File: config.mk
export PLATFORM = sky130hd
export DESIGN_NAME = wb_burst_master_flat
export DESIGN_NICKNAME = d
export VERILOG_FILES = /design/src/rtl/wb_burst_master_if.sv /design/src/rtl/wb_burst_master.sv /design/src/flat_wrapper.sv
export SDC_FILE = /design/constraint.sdc
export NUM_CORES = 1
export LEC_CHECK = 0
export BUFFER_PORTS_ARGS = -buffer_cell sky130_fd_sc_hd__buf_2
export CELL_PAD_IN_SITES_DETAIL_PLACEMENT = 0
export CELL_PAD_IN_SITES_GLOBAL_PLACEMENT = 1
export CORE_UTILIZATION = 43
export CTS_BUF_LIST = sky130_fd_sc_hd__clkbuf_2
export DETAILED_ROUTE_END_ITERATION = 6
export PLACE_DENSITY_LB_ADDON = 0.1
export SLEW_MARGIN = 20
export SYNTH_ARGS = -nofsm -noshare
export SYNTH_HDL_FRONTEND = slang
export SYNTH_SLANG_ARGS = --single-unit
File: constraint.sdc
create_clock -name clk -period 6.5 [get_ports clk]
set_input_delay 0 -clock clk [delete_from_list [all_inputs] [get_ports clk]]
set_output_delay 0 -clock clk [all_outputs]
set_load 0.02 [all_outputs]
File: src/rtl/wb_burst_master_if.sv
`default_nettype none
// ============================================================================
//  Module   : wb_burst_master_if
//  Purpose  : Bundles the command, write-data, read-data, status and
//             Wishbone pipelined bus signals of wb_burst_master.
//  Modports : master - view taken by wb_burst_master
//             slave  - view taken by the environment (command source and
//                      Wishbone slave)
//  Revision : 1.0 - initial release
// ============================================================================
interface wb_burst_master_if #(
    parameter int ADDR_W = 32,
    parameter int DATA_W = 32,
    parameter int LEN_W  = 4
);
    // Command stream
    logic              cmd_valid_i;
    logic              cmd_ready_o;
    logic              cmd_we_i;
    logic [ADDR_W-1:0] cmd_addr_i;
    logic [LEN_W-1:0]  cmd_len_i;
    // Write-data stream
    logic [DATA_W-1:0] wr_data_i;
    logic              wr_valid_i;
    logic              wr_ready_o;
    // Read-data stream and completion status
    logic [DATA_W-1:0] rd_data_o;
    logic              rd_valid_o;
    logic              done_o;
    logic              err_o;
    logic              busy_o;
    // Wishbone B4 pipelined initiator side
    logic              wb_cyc_o;
    logic              wb_stb_o;
    logic              wb_we_o;
    logic [ADDR_W-1:0] wb_addr_o;
    logic [DATA_W-1:0] wb_data_o;
    logic [DATA_W-1:0] wb_data_i;
    logic              wb_ack_i;
    logic              wb_stall_i;

    modport master (
        input  cmd_valid_i, cmd_we_i, cmd_addr_i, cmd_len_i,
        input  wr_data_i, wr_valid_i,
        input  wb_data_i, wb_ack_i, wb_stall_i,
        output cmd_ready_o, wr_ready_o,
        output rd_data_o, rd_valid_o, done_o, err_o, busy_o,
        output wb_cyc_o, wb_stb_o, wb_we_o, wb_addr_o, wb_data_o
    );

    modport slave (
        output cmd_valid_i, cmd_we_i, cmd_addr_i, cmd_len_i,
        output wr_data_i, wr_valid_i,
        output wb_data_i, wb_ack_i, wb_stall_i,
        input  cmd_ready_o, wr_ready_o,
        input  rd_data_o, rd_valid_o, done_o, err_o, busy_o,
        input  wb_cyc_o, wb_stb_o, wb_we_o, wb_addr_o, wb_data_o
    );
endinterface
`default_nettype wire

File: src/rtl/wb_burst_master.sv
`default_nettype none
// ============================================================================
//  Module   : wb_burst_master
//  Purpose  : Wishbone B4 pipelined initiator. Turns one command (we, addr,
//             beats-1) plus a write-data or read-data stream into a single
//             cyc assertion carrying an incrementing burst, handling stall,
//             ack counting and an ack timeout.
//  Ports    : clk  - system clock
//             rst  - asynchronous reset, active-high
//             bus  - wb_burst_master_if.master (command / write / read /
//                    status streams and the Wishbone initiator signals)
//  Revision : 1.0 - initial release
// ============================================================================
module wb_burst_master #(
    parameter int ADDR_W    = 32,
    parameter int DATA_W    = 32,
    parameter int LEN_W     = 4,
    parameter int ADDR_STEP = 4,
    parameter int TIMEOUT   = 20
) (
    input  wire logic          clk,
    input  wire logic          rst,
    wb_burst_master_if.master  bus
);

    localparam int CNT_W = LEN_W + 1;                 // holds 0..2^LEN_W
    localparam int TMR_W = $clog2(TIMEOUT + 1);

    typedef enum logic [1:0] {
        S_IDLE     = 2'd0,
        S_ISSUE    = 2'd1,
        S_WAIT_ACK = 2'd2,
        S_DONE     = 2'd3
    } state_t;

    state_t             r_state;
    logic               r_cmdReady;
    logic               r_we;
    logic [ADDR_W-1:0]  r_addr;
    logic [DATA_W-1:0]  r_data;
    logic [CNT_W-1:0]   r_beats;
    logic [CNT_W-1:0]   r_issued;
    logic [CNT_W-1:0]   r_acked;
    logic [CNT_W-1:0]   r_outstanding;
    logic [TMR_W-1:0]   r_timer;
    logic               r_cyc;
    logic               r_stb;
    logic [DATA_W-1:0]  r_rdData;
    logic               r_rdValid;
    logic               r_done;
    logic               r_err;

    logic w_issue;
    logic w_ackEff;
    logic w_wrReady;
    logic w_load;
    logic w_lastIssue;
    logic w_allAcked;
    logic w_timeout;

    // A beat leaves on the edge where stb is high and the slave is not stalling.
    assign w_issue    = r_stb & ~bus.wb_stall_i;
    // Acks only count while beats are actually outstanding on this cycle.
    assign w_ackEff   = bus.wb_ack_i & r_cyc & (r_outstanding != '0);
    // For writes r_stb doubles as "one beat loaded, not yet issued", so
    // issued + stb is the number of beats already pulled from the stream.
    assign w_wrReady  = (r_state == S_ISSUE) & r_we &
                        ((r_issued + CNT_W'(r_stb)) < r_beats) &
                        (~r_stb | ~bus.wb_stall_i);
    assign w_load     = bus.wr_valid_i & w_wrReady;
    assign w_lastIssue = w_issue & ((r_issued + CNT_W'(1)) == r_beats);
    assign w_allAcked  = w_ackEff & ((r_acked + CNT_W'(1)) == r_beats);
    assign w_timeout   = r_cyc & ~bus.wb_ack_i & (r_timer == TMR_W'(TIMEOUT - 1));

    always_ff @(posedge clk or posedge rst) begin
        if (rst) begin
            r_state       <= S_IDLE;
            r_cmdReady    <= 1'b0;
            r_we          <= 1'b0;
            r_addr        <= '0;
            r_data        <= '0;
            r_beats       <= '0;
            r_issued      <= '0;
            r_acked       <= '0;
            r_outstanding <= '0;
            r_timer       <= '0;
            r_cyc         <= 1'b0;
            r_stb         <= 1'b0;
            r_rdData      <= '0;
            r_rdValid     <= 1'b0;
            r_done        <= 1'b0;
            r_err         <= 1'b0;
        end else begin
            r_rdValid <= 1'b0;
            r_done    <= 1'b0;
            r_err     <= 1'b0;
            if (w_ackEff & ~r_we) begin
                r_rdValid <= 1'b1;
                r_rdData  <= bus.wb_data_i;
            end

            case (r_state)
                S_IDLE: begin
                    r_cmdReady <= 1'b1;
                    if (bus.cmd_valid_i & r_cmdReady) begin
                        r_cmdReady    <= 1'b0;
                        r_we          <= bus.cmd_we_i;
                        r_addr        <= bus.cmd_addr_i;
                        r_beats       <= {1'b0, bus.cmd_len_i} + CNT_W'(1);
                        r_issued      <= '0;
                        r_acked       <= '0;
                        r_outstanding <= '0;
                        r_timer       <= '0;
                        r_cyc         <= 1'b1;
                        // Reads strobe immediately; writes wait for data.
                        r_stb         <= ~bus.cmd_we_i;
                        r_state       <= S_ISSUE;
                    end
                end

                S_ISSUE, S_WAIT_ACK: begin
                    r_issued      <= r_issued + CNT_W'(w_issue);
                    r_acked       <= r_acked + CNT_W'(w_ackEff);
                    r_outstanding <= r_outstanding + CNT_W'(w_issue) - CNT_W'(w_ackEff);
                    if (w_issue) begin
                        r_addr <= r_addr + ADDR_W'(ADDR_STEP);
                    end
                    // Any ack, even an ignored one, restarts the timeout.
                    if (bus.wb_ack_i) begin
                        r_timer <= '0;
                    end else begin
                        r_timer <= r_timer + TMR_W'(1);
                    end

                    // A write beat issuing without a replacement leaves a bubble.
                    if (w_load) begin
                        r_data <= bus.wr_data_i;
                        r_stb  <= 1'b1;
                    end else if (w_issue & (r_we | w_lastIssue)) begin
                        r_stb  <= 1'b0;
                    end

                    if (w_lastIssue) begin
                        r_state <= S_WAIT_ACK;
                    end

                    // Completion and abort share the teardown; they are
                    // mutually exclusive since one needs an ack and one none.
                    if (w_allAcked | w_timeout) begin
                        r_cyc         <= 1'b0;
                        r_stb         <= 1'b0;
                        r_done        <= 1'b1;
                        r_err         <= w_timeout;
                        r_issued      <= '0;
                        r_acked       <= '0;
                        r_outstanding <= '0;
                        r_timer       <= '0;
                        r_state       <= S_DONE;
                    end
                end

                S_DONE: begin
                    r_cmdReady <= 1'b1;
                    r_state    <= S_IDLE;
                end

                default: begin
                    r_state <= S_IDLE;
                end
            endcase
        end
    end

    assign bus.cmd_ready_o = r_cmdReady;
    assign bus.wr_ready_o  = w_wrReady;
    assign bus.rd_data_o   = r_rdData;
    assign bus.rd_valid_o  = r_rdValid;
    assign bus.done_o      = r_done;
    assign bus.err_o       = r_err;
    assign bus.busy_o      = (r_state != S_IDLE);
    assign bus.wb_cyc_o    = r_cyc;
    assign bus.wb_stb_o    = r_stb;
    assign bus.wb_we_o     = r_we;
    assign bus.wb_addr_o   = r_addr;
    assign bus.wb_data_o   = r_data;

endmodule
`default_nettype wire

File: src/flat_wrapper.sv
// flat-port wrapper written by rule: the top's interface ports become plain ports
module wb_burst_master_flat 
#(
    parameter int ADDR_W    = 32,
    parameter int DATA_W    = 32,
    parameter int LEN_W     = 4,
    parameter int ADDR_STEP = 4,
    parameter int TIMEOUT   = 20
)
  (clk, rst, bus_cmd_valid_i, bus_cmd_we_i, bus_cmd_addr_i, bus_cmd_len_i, bus_wr_data_i, bus_wr_valid_i, bus_wb_data_i, bus_wb_ack_i, bus_wb_stall_i, bus_cmd_ready_o, bus_wr_ready_o, bus_rd_data_o, bus_rd_valid_o, bus_done_o, bus_err_o, bus_busy_o, bus_wb_cyc_o, bus_wb_stb_o, bus_wb_we_o, bus_wb_addr_o, bus_wb_data_o);
  wb_burst_master_if #(.ADDR_W(ADDR_W), .DATA_W(DATA_W), .LEN_W(LEN_W)) bus_i ();
  input  wire logic clk;
  input  wire logic rst;
  input wire logic [$bits(bus_i.cmd_valid_i)-1:0] bus_cmd_valid_i;
  input wire logic [$bits(bus_i.cmd_we_i)-1:0] bus_cmd_we_i;
  input wire logic [$bits(bus_i.cmd_addr_i)-1:0] bus_cmd_addr_i;
  input wire logic [$bits(bus_i.cmd_len_i)-1:0] bus_cmd_len_i;
  input wire logic [$bits(bus_i.wr_data_i)-1:0] bus_wr_data_i;
  input wire logic [$bits(bus_i.wr_valid_i)-1:0] bus_wr_valid_i;
  input wire logic [$bits(bus_i.wb_data_i)-1:0] bus_wb_data_i;
  input wire logic [$bits(bus_i.wb_ack_i)-1:0] bus_wb_ack_i;
  input wire logic [$bits(bus_i.wb_stall_i)-1:0] bus_wb_stall_i;
  output wire logic [$bits(bus_i.cmd_ready_o)-1:0] bus_cmd_ready_o;
  output wire logic [$bits(bus_i.wr_ready_o)-1:0] bus_wr_ready_o;
  output wire logic [$bits(bus_i.rd_data_o)-1:0] bus_rd_data_o;
  output wire logic [$bits(bus_i.rd_valid_o)-1:0] bus_rd_valid_o;
  output wire logic [$bits(bus_i.done_o)-1:0] bus_done_o;
  output wire logic [$bits(bus_i.err_o)-1:0] bus_err_o;
  output wire logic [$bits(bus_i.busy_o)-1:0] bus_busy_o;
  output wire logic [$bits(bus_i.wb_cyc_o)-1:0] bus_wb_cyc_o;
  output wire logic [$bits(bus_i.wb_stb_o)-1:0] bus_wb_stb_o;
  output wire logic [$bits(bus_i.wb_we_o)-1:0] bus_wb_we_o;
  output wire logic [$bits(bus_i.wb_addr_o)-1:0] bus_wb_addr_o;
  output wire logic [$bits(bus_i.wb_data_o)-1:0] bus_wb_data_o;
  assign bus_i.cmd_valid_i = bus_cmd_valid_i;
  assign bus_i.cmd_we_i = bus_cmd_we_i;
  assign bus_i.cmd_addr_i = bus_cmd_addr_i;
  assign bus_i.cmd_len_i = bus_cmd_len_i;
  assign bus_i.wr_data_i = bus_wr_data_i;
  assign bus_i.wr_valid_i = bus_wr_valid_i;
  assign bus_i.wb_data_i = bus_wb_data_i;
  assign bus_i.wb_ack_i = bus_wb_ack_i;
  assign bus_i.wb_stall_i = bus_wb_stall_i;
  assign bus_cmd_ready_o = bus_i.cmd_ready_o;
  assign bus_wr_ready_o = bus_i.wr_ready_o;
  assign bus_rd_data_o = bus_i.rd_data_o;
  assign bus_rd_valid_o = bus_i.rd_valid_o;
  assign bus_done_o = bus_i.done_o;
  assign bus_err_o = bus_i.err_o;
  assign bus_busy_o = bus_i.busy_o;
  assign bus_wb_cyc_o = bus_i.wb_cyc_o;
  assign bus_wb_stb_o = bus_i.wb_stb_o;
  assign bus_wb_we_o = bus_i.wb_we_o;
  assign bus_wb_addr_o = bus_i.wb_addr_o;
  assign bus_wb_data_o = bus_i.wb_data_o;
  wb_burst_master #(.ADDR_W(ADDR_W), .DATA_W(DATA_W), .LEN_W(LEN_W), .ADDR_STEP(ADDR_STEP), .TIMEOUT(TIMEOUT)) u_core (.clk(clk), .rst(rst), .bus(bus_i));
endmodule
**Yosys cells after proc, flatten, opt, wreduce, memory -nomap -nowiden**

Index checks and enable logic that the tools add are counted.

- Register bits: 130
- Input port bits: 107
- Output and inout bits: 105
- Word-level logic and storage cells: 105

- Add/sub/neg operators: 10
- $lt $le $gt $ge: 1
- Equality and inequality tests: 11
- Mux-type cells: 32
- Bitwise gates (word level): 22
- Reductions and logical operators: 13

Operator list:

| cell | number |
|---|---|
| $mux 32 | 2 |
| $pmux 32 s2 | 1 |
| $pmux 5 s2 | 4 |
| $add 32x3->32 const B | 1 |
| $mux 5 | 6 |
| $add 5x1->5 | 4 |
| $add 5x1->5 const B | 3 |
| $and 1x1->1 | 14 |
| $mux 1 | 12 |
| $eq 5x5->1 | 2 |
| $reduce_and 3->1 | 3 |
| $reduce_and 2->1 | 4 |
| $mux 2 | 3 |
| $ne 2x1->1 const B | 3 |
| $pmux 1 s2 | 3 |
| $pmux 2 s3 | 1 |
| $reduce_bool 2->1 | 3 |
| $add 4x1->5 const B | 1 |
| $eq 5x5->1 const B | 1 |
| $lt 5x5->1 | 1 |
| $not 1->1 | 5 |
| $reduce_bool 5->1 | 1 |
| $sub 5x1->5 | 1 |
| $eq 2x2->1 const B | 2 |
| other kinds (6) | 8 |

**Depth between registers and ports, before layout**

Gate-level depths: netlist of the first run.

- Word-level depth: 9
- Depth in mapped cells: 14
- Mapped depth without buffers: 14

**Least setup slack after synthesis of the first run**

OpenSTA, ideal clock, no wires.

- Path type: reg-to-reg
- From: register u_core.r_stb (netlist: u_core.bus.wb_stb_o)
- To: register u_core.r_data[0] (netlist: u_core.bus.wb_data_o[0])
- Setup time: 0.125 ns
- Data arrival time: 2.723 ns
- Required time: 6.375 ns
- Path slack: 3.652 ns
- Cell stages (with the launch flop): 12
- Buffers on the path: 1
- Period minus slack after synthesis: 2.848 ns
- Path through: dfrtp_1 -> ha_1 -> ha_1 -> nand3_1 -> xnor2_1 -> ha_1 -> a22oi_1 -> nand4b_1 -> a311oi_1 -> nand2_1 -> buf_1 -> mux2_2

- Cells in the longest elaborated chain, start to end: 6
- Elaborated cells on any way between the ends: 8
- Classes of those cells: 1 x add/sub; 1 x order compare; 5 x bitwise; 1 x reduce/logical

Ends and longest elaborated chain:

| item | line | text |
|---|---|---|
| from (decl) | wb_burst_master.sv:47 | `logic r_stb;` |
| from (signal assigned) | wb_burst_master.sv:116 | `r_stb <= ~bus.cmd_we_i;` |
| $add 5x1->5 | wb_burst_master.sv:68 | `((r_issued + CNT_W'(r_stb)) < r_beats) &` |
| $lt 5x5->1 | wb_burst_master.sv:68 |  |
| $and 1x1->1 | wb_burst_master.sv:67 | `assign w_wrReady = (r_state == S_ISSUE) & r_we &` |
| $and 1x1->1 (*) | wb_burst_master.sv:68 |  |
| $and 1x1->1 (*) | wb_burst_master.sv:70 | `assign w_load = bus.wr_valid_i & w_wrReady;` |
| $reduce_and 2->1 (no line) (*) | - |  |
| to (signal assigned) | wb_burst_master.sv:137 | `r_data <= bus.wr_data_i;` |
| to (decl) | wb_burst_master.sv:40 | `logic [DATA_W-1:0] r_data;` |

Mark *: on every way between the ends. The rest lies on a longest branch, timed or not.
A chain may end at the register's enable or synchronous reset.

**Worst setup path in the final report of the first run**

- From: register u_core.r_issued[0]
- To: register u_core.r_stb (netlist: u_core.bus.wb_stb_o)

- Cells in the longest elaborated chain, start to end: 8
- Elaborated cells on any way between the ends: 15
- Classes of those cells: 2 x add/sub; 1 x order compare; 2 x eq/ne; 3 x mux; 6 x bitwise; 1 x reduce/logical

Ends and longest elaborated chain:

| item | line | text |
|---|---|---|
| from (decl) | wb_burst_master.sv:42 | `logic [CNT_W-1:0] r_issued;` |
| from (signal assigned) | wb_burst_master.sv:122 | `r_issued <= r_issued + CNT_W'(w_issue);` |
| $add 5x1->5 | wb_burst_master.sv:68 |  |
| $lt 5x5->1 | wb_burst_master.sv:68 |  |
| $and 1x1->1 | wb_burst_master.sv:67 |  |
| $and 1x1->1 | wb_burst_master.sv:68 |  |
| $and 1x1->1 | wb_burst_master.sv:70 |  |
| $mux 1 | wb_burst_master.sv:136 | `if (w_load) begin` |
| $mux 1 | wb_burst_master.sv:149 | `if (w_allAcked \| w_timeout) begin` |
| $pmux 1 s2 | wb_burst_master.sv:102 | `case (r_state)` |

Parallel ways exist; a longest one is shown, timed or not.

==> out/qor.yml, run 1 <==
period_share_pct: 50.69
first_pass_iters: 7
mappedNetlistArea_sq_um: 6544
io_pins: 212
violations: "DRC"
synthCells: 611
nNetsFinal: 1116
hold_viol: 0
fin_crit_ns: 3.295
start_util_pct: 44.52
arrival_ns: 3.88
worstPathRequired_ns: 7.08
synth_top_area_share_pct: 49.71
rsz0062_at_grt: "no"
mostFrequentLayoutCells: "211 x buf_2, 164 x dlygate4sd3_1, 130 x dfrtp_1, 68 x mux2_2, 53 x nand2_1"
yosys_warnings: 0
synthArstFlopShare_pct: 100.0
root_buffer: "clkbuf_2"
fin_skew_ns: 0.04157
vias: 6247
tns_ns: 0
syn_area_per_cell_sq_um: 10.71
routed_wl_um: 19570
grt_usage_pct: 25.40
viasPerCell: 5.299
p_leak_nw: 4.640
core_sq_um: 14700
crit_path_end_kind: "flop"
grt_max_degree: 69
gr-total-overflow: 0
cts_made_buffers: 17
grt_pass1_wl_um: 31740
critPathBufInv: 1
h-tree-depth: 4
rows: 44
synth_nets: 744
dpl.hpwl_um: 11950
setup_viol: 0
fmax_mhz: 303.5
critPathMaxFanout: 6
clock-sinks: 130
synth_edf_count: 0
place_congestion: 0.7995
min_path_type: "in2reg"
final_util_pct: 65.70
final_common_cell: "buf_2"
die_y_um: 125.4
ctsResizeCount: 0
dp.cells: 984
fp.dieW_um: 125.4
synth_top_flop_cell: "dfrtp_1"
antenna_found_initial: 1
cp_slowest_cell: "dlygate4sd3_1"
cp_common_cell: "ha_1"
critPathKind: "reg2reg"
final_cells: 1179
status: "complete, but fails checks"
seq_area_frac_synth_pct: 49.71
placed_cell_area_sq_um: 7780
max_stage_delay_ns: 0.61
postRouteAntennaNets: 0
crit_chain: "ha_1 -> ha_1 -> nand3_1 -> xnor2_1 -> ha_1 -> a22oi_1 -> nand4b_1 -> a311oi_1 -> dlygate4sd3_1 -> o21ai_0 -> a221oi_1"
grt_pass1_vias: 6443
synth_cell_types: 59
cp_top_family: "compound AO/OA/AOI/OAI gates"
drive_gt1_share_pct: 32.90
peakVddDrop_uv: 261.0
final_area_sq_um: 9658
post_cts.repair.setup_buffers: 0
port_buffers: 211
synth.area.top_cells: "dfrtp_1 50%, mux2_2 12%, ha_1 4.8%"
slew_headroom_pct: 41.10
drt_iter0_drc: 398
area_growth_pct: 47.59
clockBufferDepth: 2
synth-seq-cells: 130
worst_skew_pair.late_latency_ns: 0.71
cts_tree: "yes"
worst_pin_slew_ns: 0.8835
drv_cap: 0
synth_largest_area_cell: "dfrtp_1"
fp.dieArea_sq_um: 15720
cellPowerDensity_nw_per_um2: 459.5
start_kind: "flop"
slew_viol_final: 0
routedWlPerCell_um: 16.60
power_mw: 4.437
path_clk_slew_ns: 0.19
drc_errors: 15
-- report_power, final --
part           internal [mW]  switching, mW  leakage (nW)
clock                  0.210          0.303         0.137
sequential              1.18          0.337          1.59
combinational          0.964           1.45          2.91
total                   2.35           2.09          4.64
-- area by class of cell --
type / count / area, sq um
fillers: 1103 / 5041
flip-flops and latches: 130 / 3253
multi-input cells: 428 / 3095
repair buffers: 382 / 2750
well taps: 184 / 230.2
clock inverters: 11 / 138.9
clock buffers: 19 / 95.09
inverters: 24 / 92.59
diodes: 1 / 2.502
-- metal layers --
layer / routed length [um] / part of all wire [%] / track usage, %
met5: 0 / 0 / 0
met4: 339 / 1.7 / 7.891
met3: 1469 / 7.5 / 8.130
met2: 9456 / 48 / 42.52
met1: 8305 / 42 / 31.23
-- stage by stage --
step	setup WS, ns	hold slack [ns]
after CTS	3.186	0.0006691
after floorplan	3.031	0.1054
after global routing	2.924	0.0004478
final	3.205	0.06796
after global placement	3.540	0.1923
after detailed placement	3.455	0.2100
-- tightest hold or removal path, stage by stage --
cell	delay (ns)
dlygate4sd3_1	0.52
buf_2	0.09
mux2_2	0.13
-- synthesized netlist by cell type (all sizes together), types with 3 or more instances --
cell type / instances
a21oi: 38
ha: 25
mux2i: 9
clkbuf: 23
or4: 3
nand3: 27
xor2: 12
nor2: 18
a22oi: 4
a22o: 4
and3: 8
mux2: 68
o21ai: 41
buf: 6
a21o: 6
o22ai: 20
o221ai: 3
or3: 4
nor4b: 3
nand2b: 4
dfrtp: 130
or2: 3
xnor2: 8
nor4: 3
inv: 24
nor2b: 4
nand4: 11
nand2: 53
nor3: 13
-- kinds of logic (layout without fill, tap and decap cells) --
kind of cell,after synthesis,count (layout),share of synthesized area (%)
xor gates and xnor gates,20,20,2.677
buffers and inverters,53,436,3.174
adders and majority gates,26,26,5.086
DFF,130,130,49.71
other,0,1,0
and+or+nand+nor,164,164,12.98
muxes,77,77,13.08
AOI/OAI and AO/OA,141,141,13.29
-- sequential cells by signal, summed over array words and instances (netlist names) --
name,flops
u_core.bus.rd_valid_o,1
u_core.bus.wb_cyc_o,1
u_core.bus.wb_data_o,32
u_core.r_acked,5
u_core.bus.wb_stb_o,1
u_core.bus.wb_addr_o,32
u_core.r_timer,5
u_core.bus.done_o,1
u_core.r_outstanding,5
u_core.bus.err_o,1
u_core.bus.wb_we_o,1
u_core.bus.rd_data_o,32
u_core.r_issued,5
u_core.r_state,2
u_core.bus.cmd_ready_o,1
u_core.r_beats,5
-- path summary, 6_finish.rpt --
path,startpoint,to,slack [ns],cells after the start
min,bus_wr_data_i[21],u_core.bus.wb_data_o[21]$_DFFE_PP0P_,0.07,3
min reg2reg,u_core.bus.wb_addr_o[1]$_DFFE_PP0P_,u_core.bus.wb_addr_o[1]$_DFFE_PP0P_,0.52,2
min in group asynchronous,rst,u_core.bus.wb_data_o[12]$_DFFE_PP0P_,0.56,4
max in group asynchronous,rst,u_core.bus.wb_stb_o$_DFFE_PP0P_,4.46,5
max,u_core.r_issued[0]$_DFFE_PP0P_,u_core.bus.wb_stb_o$_DFFE_PP0P_,3.20,11
max reg2reg,u_core.r_issued[0]$_DFFE_PP0P_,u_core.bus.wb_stb_o$_DFFE_PP0P_,3.20,11
-- timing repair --
action | CTS | global route
hold buffers | 162 | 2
endpoints found under the setup margin | 0 | 0
hold endpoints to repair | 177 | 2
No activity file was read; power rests on OpenSTA's default activity.
==> inputs of run 2 (changes only) <==
--- a/config.mk
+++ b/config.mk
@@ -5,10 +5,11 @@
 export SDC_FILE = /design/constraint.sdc
 export NUM_CORES = 1
 export LEC_CHECK = 0
+export ABC_AREA = 1
 export BUFFER_PORTS_ARGS = -buffer_cell sky130_fd_sc_hd__buf_2
 export CELL_PAD_IN_SITES_DETAIL_PLACEMENT = 0
 export CELL_PAD_IN_SITES_GLOBAL_PLACEMENT = 1
-export CORE_UTILIZATION = 43
+export CORE_UTILIZATION = 35
 export CTS_BUF_LIST = sky130_fd_sc_hd__clkbuf_2
 export DETAILED_ROUTE_END_ITERATION = 6
 export PLACE_DENSITY_LB_ADDON = 0.1
==> constraint.sdc (replaced) <==
create_clock -name clk -period 2.9 [get_ports clk]
set_input_delay 0 -clock clk [delete_from_list [all_inputs] [get_ports clk]]
set_output_delay 0 -clock clk [all_outputs]
set_load 0.02 [all_outputs]
==> run 2 against run 1 <==
  * The flow now finishes without violations
  * Area after synthesis increased by 8.2%
  * Non-clock buffer count increased by 20
  * Via count increased by 13%
  * Sequential share of layout area decreased by 2.6 points
  * Critical path depth increased by 5
  * Utilization decreased by 12 points
  * First-iteration DRC count decreased by 26%
  * Synthesized cell count increased by 37%
  * Critical endpoint unchanged
  * Highest routed layer unchanged
==> out/qor.yml, run 2 <==
start_kind: "flop"
first_pass_iters: 5
worstPathRequired_ns: 3.53
antenna_found_initial: 1
routed_wl_um: 22600
fin_skew_ns: 0.05155
clock-sinks: 130
worst_pin_slew_ns: 0.7488
drv_cap: 0
slew_headroom_pct: 50.08
worst_skew_pair.late_latency_ns: 0.72
postRouteAntennaNets: 0
h-tree-depth: 4
cellPowerDensity_nw_per_um2: 969.8
cts_made_buffers: 17
fillCellCount: 1898
rows: 51
place_congestion: 0.7942
multiInputGateArea_sq_um: 3319
critPathMaxFanout: 2
viasPerCell: 4.654
synthArstFlopShare_pct: 100.0
status: "finished, final reports clean"
grt_usage_pct: 21.81
core_sq_um: 19650
p_leak_nw: 5.303
peakVddDrop_uv: 585.3
grt_pass1_wl_um: 34970
mostFrequentLayoutCells: "255 x nand2_1, 210 x buf_2, 183 x dlygate4sd3_1, 129 x dfrtp_1, 81 x inv_1"
synthCells: 839
vias: 7041
setup_viol: 0
root_buffer: "clkbuf_2"
fp.dieW_um: 144.3
start_util_pct: 36.04
synth_edf_count: 0
critPathKind: "reg2reg"
drive_gt1_share_pct: 26.94
nNetsFinal: 1367
syn_area_per_cell_sq_um: 8.442
fp.dieArea_sq_um: 20810
arrival_ns: 3.34
seq_area_frac_synth_pct: 45.93
drc_errors: 0
crit_path_end_kind: "flop"
hold_viol: 0
fin_crit_ns: 2.711
tns_ns: 0
final_util_pct: 53.21
ff_latch_area_sq_um: 3254
io_pins: 212
gr-total-overflow: 0
synth_top_flop_cell: "dfrtp_1"
fmax_mhz: 368.9
area_growth_pct: 47.64
period_share_pct: 93.47
yosysMostFrequentCell: "nand2_1"
yosys_warnings: 0
dpl.hpwl_um: 14760
rsz0062_at_grt: "no"
min_path_type: "in2reg"
final_common_cell: "nand2_1"
cts_tree: "yes"
grt_max_degree: 131
synth_nets: 972
clockBufferDepth: 2
synth_cell_types: 41
synth_largest_area_cell: "dfrtp_1"
synth_top_area_share_pct: 45.93
drt_iter0_drc: 294
grt_pass1_vias: 6892
mappedNetlistArea_sq_um: 7083
synth-seq-cells: 130
ys_top_cells_by_count: "256 x nand2_1, 130 x dfrtp_1, 83 x inv_1"
slew_viol_final: 0
die_y_um: 144.3
port_buffers: 211
synth.area.top_cells: "dfrtp_1 46%, nand2_1 14%, mux2_2 5.1%"
path_clk_slew_ns: 0.24
routedWlPerCell_um: 14.94
==> run 2: per-layer routing <==
metal	part of all wire [%]	wire length (um)	global-route usage, %	vias up
met5	0	0	0	-
met2	47	10570	36.66	210
met4	1.9	439	7.424	0
met3	5.7	1292	4.073	26
li1	-	-	-	3517
met1	46	10300	28.06	3288
==> run 2: path summary, 6_finish.rpt <==
check	cells after the start	slack, ns	start	end
max	16	0.19	u_core.bus.wb_stb_o$_DFFE_PP0P_	u_core.bus.wb_stb_o$_DFFE_PP0P_
min reg2reg	2	0.50	u_core.bus.wb_data_o[21]$_DFFE_PP0P_	u_core.bus.wb_data_o[21]$_DFFE_PP0P_
max reg2reg	16	0.19	u_core.bus.wb_stb_o$_DFFE_PP0P_	u_core.bus.wb_stb_o$_DFFE_PP0P_
min in group asynchronous	5	0.56	rst	u_core.bus.wb_data_o[14]$_DFFE_PP0P_
max in group asynchronous	5	1.71	rst	u_core.r_issued[0]$_DFFE_PP0P_
min	4	0.08	bus_wr_data_i[24]	u_core.bus.wb_data_o[24]$_DFFE_PP0P_
==> run 2: repair_timing <==
item,in CTS,in global routing
endpoints found under the setup margin,1,2
pin swaps,2,5
cloned,0,0
buffers inserted,2,0
hold buffers,183,0
gates resized for setup,4,10
endpoints found under the hold margin,250,0
==> run 2: worst max-delay path: stages, from the launching register on <==
cell and delay [ns]:
dfrtp_1 0.46, ha_4 0.18, ha_4 0.16, nand3_2 0.07, xor2_1 0.16, ha_1 0.28, nand2_2 0.09, inv_2 0.03
nand2_1 0.05, nand2_1 0.05, nor2_2 0.13, nand4_2 0.13, nand3_1 0.11, dlygate4sd3_1 0.57, nand2_1 0.06, nand2_1 0.06
nand2_1 0.05
==> run 2: cells by family (layout without fill, tap and decap cells) <==
kind of cell	Yosys count	in the layout	share of synthesized area (%)
AO/OA/AOI/OAI	85	85	6.942
XOR/XNOR	23	23	2.844
adder cells (fa/ha/maj)	26	26	4.699
buffers and inverters	118	526	7.896
flip-flops	130	130	45.93
multiplexers	32	32	5.088
other	0	1	0
AND/OR/NAND/NOR	425	425	26.60
==> run 2: metrics by stage <==
stage                     cell area [sq um]  hold slack (ns)  worst slack [ns]  cells  total power [mW]
after floorplan                        7087          0.09753            0.4442    839             7.061
after global placement                 8330           0.2019            0.3126   1295             8.636
after detailed placement               8330           0.2053            0.2382   1295             8.644
after CTS                             10410         0.002396           0.01288   1512             10.17
after global routing                  10460        0.0003295          0.001069   1513             11.06
final                                 10460          0.08357            0.1893   1513             10.14
==> run 2: where the power goes <==
part | internal, mW | total (mW) | switching (mW)
Combinational | 2.18 | 5.84 | 3.66
Sequential | 2.56 | 3.20 | 0.636
Clock | 0.268 | 1.10 | 0.833
==> run 2: layout make-up <==
class | count | share of cell area [%]
Antenna cell | 1 | 0.02393
Clock buffer | 17 | 0.8136
Clock inverter | 15 | 1.304
Inverter | 92 | 3.458
Multi-Input combinational cell | 591 | 31.74
Sequential cell | 130 | 31.12
Tap cell | 265 | 3.171
Timing Repair Buffer | 402 | 28.37
==> inputs of run 3 (changes only) <==
--- a/config.mk
+++ b/config.mk
@@ -9,10 +9,12 @@
 export BUFFER_PORTS_ARGS = -buffer_cell sky130_fd_sc_hd__buf_2
 export CELL_PAD_IN_SITES_DETAIL_PLACEMENT = 0
 export CELL_PAD_IN_SITES_GLOBAL_PLACEMENT = 1
+export CORE_MARGIN = 1
 export CORE_UTILIZATION = 35
 export CTS_BUF_LIST = sky130_fd_sc_hd__clkbuf_2
 export DETAILED_ROUTE_END_ITERATION = 6
 export PLACE_DENSITY_LB_ADDON = 0.1
+export RECOVER_POWER = 100
 export SLEW_MARGIN = 20
 export SYNTH_ARGS = -nofsm -noshare
 export SYNTH_HDL_FRONTEND = slang
==> run 3 against run 2 <==
  * Global-route usage is the same
  * Combinational power shrank 4.1%
  * Critical path type unchanged
  * Non-clock buffer count is the same
  * Sequential power is essentially flat
  * Worst hold slack lost 0.0040 ns
  * Count of clock-buffer cells in the layout is the same
  * The flow now finishes with violations (capacitance limit, slew limit)
==> out/qor.yml, run 3 (synthesized netlist as in run 2, its figures left out) <==
fin_crit_ns: 2.708
pwr-share-comb_pct: 56.4
setup_viol: 0
final_util_pct: 52.30
h-tree-depth: 4
routedWlPerCell_um: 15.03
place_congestion: 0.7942
drive_gt1_share_pct: 17.88
rows: 51
clock-sinks: 130
seq_power_share_pct: 32.5
antenna_found_initial: 1
r2r_cells: 16
setup_ws_ns: 0.1920
fp.dieArea_sq_um: 20810
cp_common_cell: "nand2_1"
slew_viol_final: 131
grt_max_degree: 131
fillCellCount: 1964
critPathMaxFanout: 2
min_path_type: "in2reg"
max_stage_delay_ns: 0.57
clkPwrFrac_pct: 11.1
dpl.hpwl_um: 14760
first_pass_iters: 4
grt_pass1_vias: 6892
nNetsFinal: 1367
viasPerCell: 4.660
root_buffer: "clkbuf_2"
drc_errors: 0
cts_made_buffers: 17
mostFrequentLayoutCells: "260 x nand2_1, 183 x dlygate4sd3_1, 129 x dfrtp_1, 106 x buf_2, 104 x clkbuf_1"
worstPathRequired_ns: 3.53
drv_cap: 1
arrival_ns: 3.34
cts_tree: "yes"
worst_pin_slew_ns: 1.869
period_share_pct: 93.38
start_kind: "flop"
postRouteAntennaNets: 0
dpl_worst_slack_ns: 0.2382
status: "complete, but fails checks"
holdPathStages: 4
gr-total-overflow: 0
clockBufferDepth: 2
drt_iter0_drc: 297
grt_pass1_wl_um: 34970
power_switching_mw: 5.119
p_leak_nw: 4.963
start_util_pct: 36.04
io_pins: 212
core_sq_um: 19650
crit_path_end_kind: "flop"
critPathBufInv: 2
crit_chain: "ha_4 -> ha_4 -> nand3_2 -> xor2_1 -> ha_1 -> nand2_2 -> inv_2 -> nand2_1 -> nand2_1 -> nor2_2 -> nand4_2 -> nand3_1 -> dlygate4sd3_1 -> nand2_1 -> nand2_1 -> nand2_1"
final_common_cell: "nand2_1"
grt_usage_pct: 21.81
cp_slowest_cell: "dlygate4sd3_1"
violations: "capacitance limit, slew limit"
cellPowerDensity_nw_per_um2: 965.0
swShare_pct: 51.60
fin_skew_ns: 0.04725
rsz0062_at_grt: "no"
cp_top_family: "simple AND/OR/NAND/NOR gates"
die_y_um: 144.3
vias: 7050
worst_skew_pair.late_latency_ns: 0.72
slew_headroom_pct: -24.60
fmax_mhz: 369.3
peakVddDrop_uv: 565.1
worst-path-stages: 16
path_clk_slew_ns: 0.25
port_buffers: 211
area_growth_pct: 45.13
cellInternalPower_mw: 4.802
fp.dieW_um: 144.3
routed_wl_um: 22740
tns_ns: 0
hold_viol: 0
power_mw: 9.920
critPathKind: "reg2reg"
[run 3: cell types whose count changed in the layout (fill, tap and decap cells not counted), moves of 2 or more]
| cell | before | now |
|---|---|---|
| buf_2 | 210 | 106 |
| clkbuf_1 | 0 | 104 |
| nand2_1 | 255 | 260 |
| nand2_2 | 9 | 6 |
| nand2_4 | 4 | 2 |
| nor2_1 | 52 | 54 |
| o21ai_0 | 33 | 39 |
| o21ai_1 | 8 | 2 |
[run 3: path summary, 6_finish.rpt]
check	startpoint	to	slack, ns
setup / recovery	u_core.bus.wb_stb_o$_DFFE_PP0P_	u_core.bus.wb_stb_o$_DFFE_PP0P_	0.19
hold / removal	bus_wr_data_i[24]	u_core.bus.wb_data_o[24]$_DFFE_PP0P_	0.08
setup reg to reg	u_core.bus.wb_stb_o$_DFFE_PP0P_	u_core.bus.wb_stb_o$_DFFE_PP0P_	0.19
hold reg to reg	u_core.bus.wb_data_o[25]$_DFFE_PP0P_	u_core.bus.wb_data_o[25]$_DFFE_PP0P_	0.50
max in group asynchronous	rst	u_core.r_issued[0]$_DFFE_PP0P_	0.54
min in group asynchronous	rst	u_core.bus.wb_data_o[14]$_DFFE_PP0P_	1.06
[run 3: final cells by class]
cell class,instances,area [sq um],area share [%]
well taps,265,331.6,3.225
diodes,1,2.502,0.02434
repair buffers,402,2821,27.45
multi-input cells,591,3287,31.97
clock inverters,15,136.4,1.327
clock buffers,17,85.08,0.8277
inverters,92,361.6,3.518
flip-flops and latches,130,3254,31.66
[run 3: worst register-to-register path, cell delays in order, from the launching register on]
cell and delay (ns):
dfrtp_1 0.46, ha_4 0.18, ha_4 0.16, nand3_2 0.07, xor2_1 0.16, ha_1 0.28
nand2_2 0.09, inv_2 0.03, nand2_1 0.05, nand2_1 0.05, nor2_2 0.13, nand4_2 0.13
nand3_1 0.11, dlygate4sd3_1 0.57, nand2_1 0.06, nand2_1 0.06, nand2_1 0.05
[run 3: stage by stage]
stage	hold WS [ns]	std cells	instance area, sq um
global route	0.0003323	1513	10280
detailed placement	0.2053	1295	8330
CTS	0.002396	1512	10410
finish	0.07953	1513	10280
global placement	0.2019	1295	8330
floorplan	0.09753	839	7087
[run 3: power by group through the flow]
stage	Sequential [mW]	Clock, mW	Combinational [mW]
after floorplan	3.89	0	3.17
after global placement	3.23	0	5.41
after detailed placement	3.23	0	5.42
after CTS	3.18	1.15	5.84
after global routing	3.32	1.22	6.29
final	3.22	1.10	5.60
[run 3: timing repair]
action / 4_1_cts / 5_1_grt
endpoints found under the hold margin: 250 / 0
setup buffers: 2 / 0
endpoints found under the setup margin: 1 / 2
resized for setup: 4 / 10
hold buffers: 183 / 0
pin swaps: 2 / 5
[run 3: layer usage]
metal,track usage (%),up-vias,part of all wire [%]
li1,-,3515,-
met1,28.06,3294,46
met2,36.66,215,47
met3,4.073,26,5.9
met4,7.424,0,1.9
met5,0,-,0
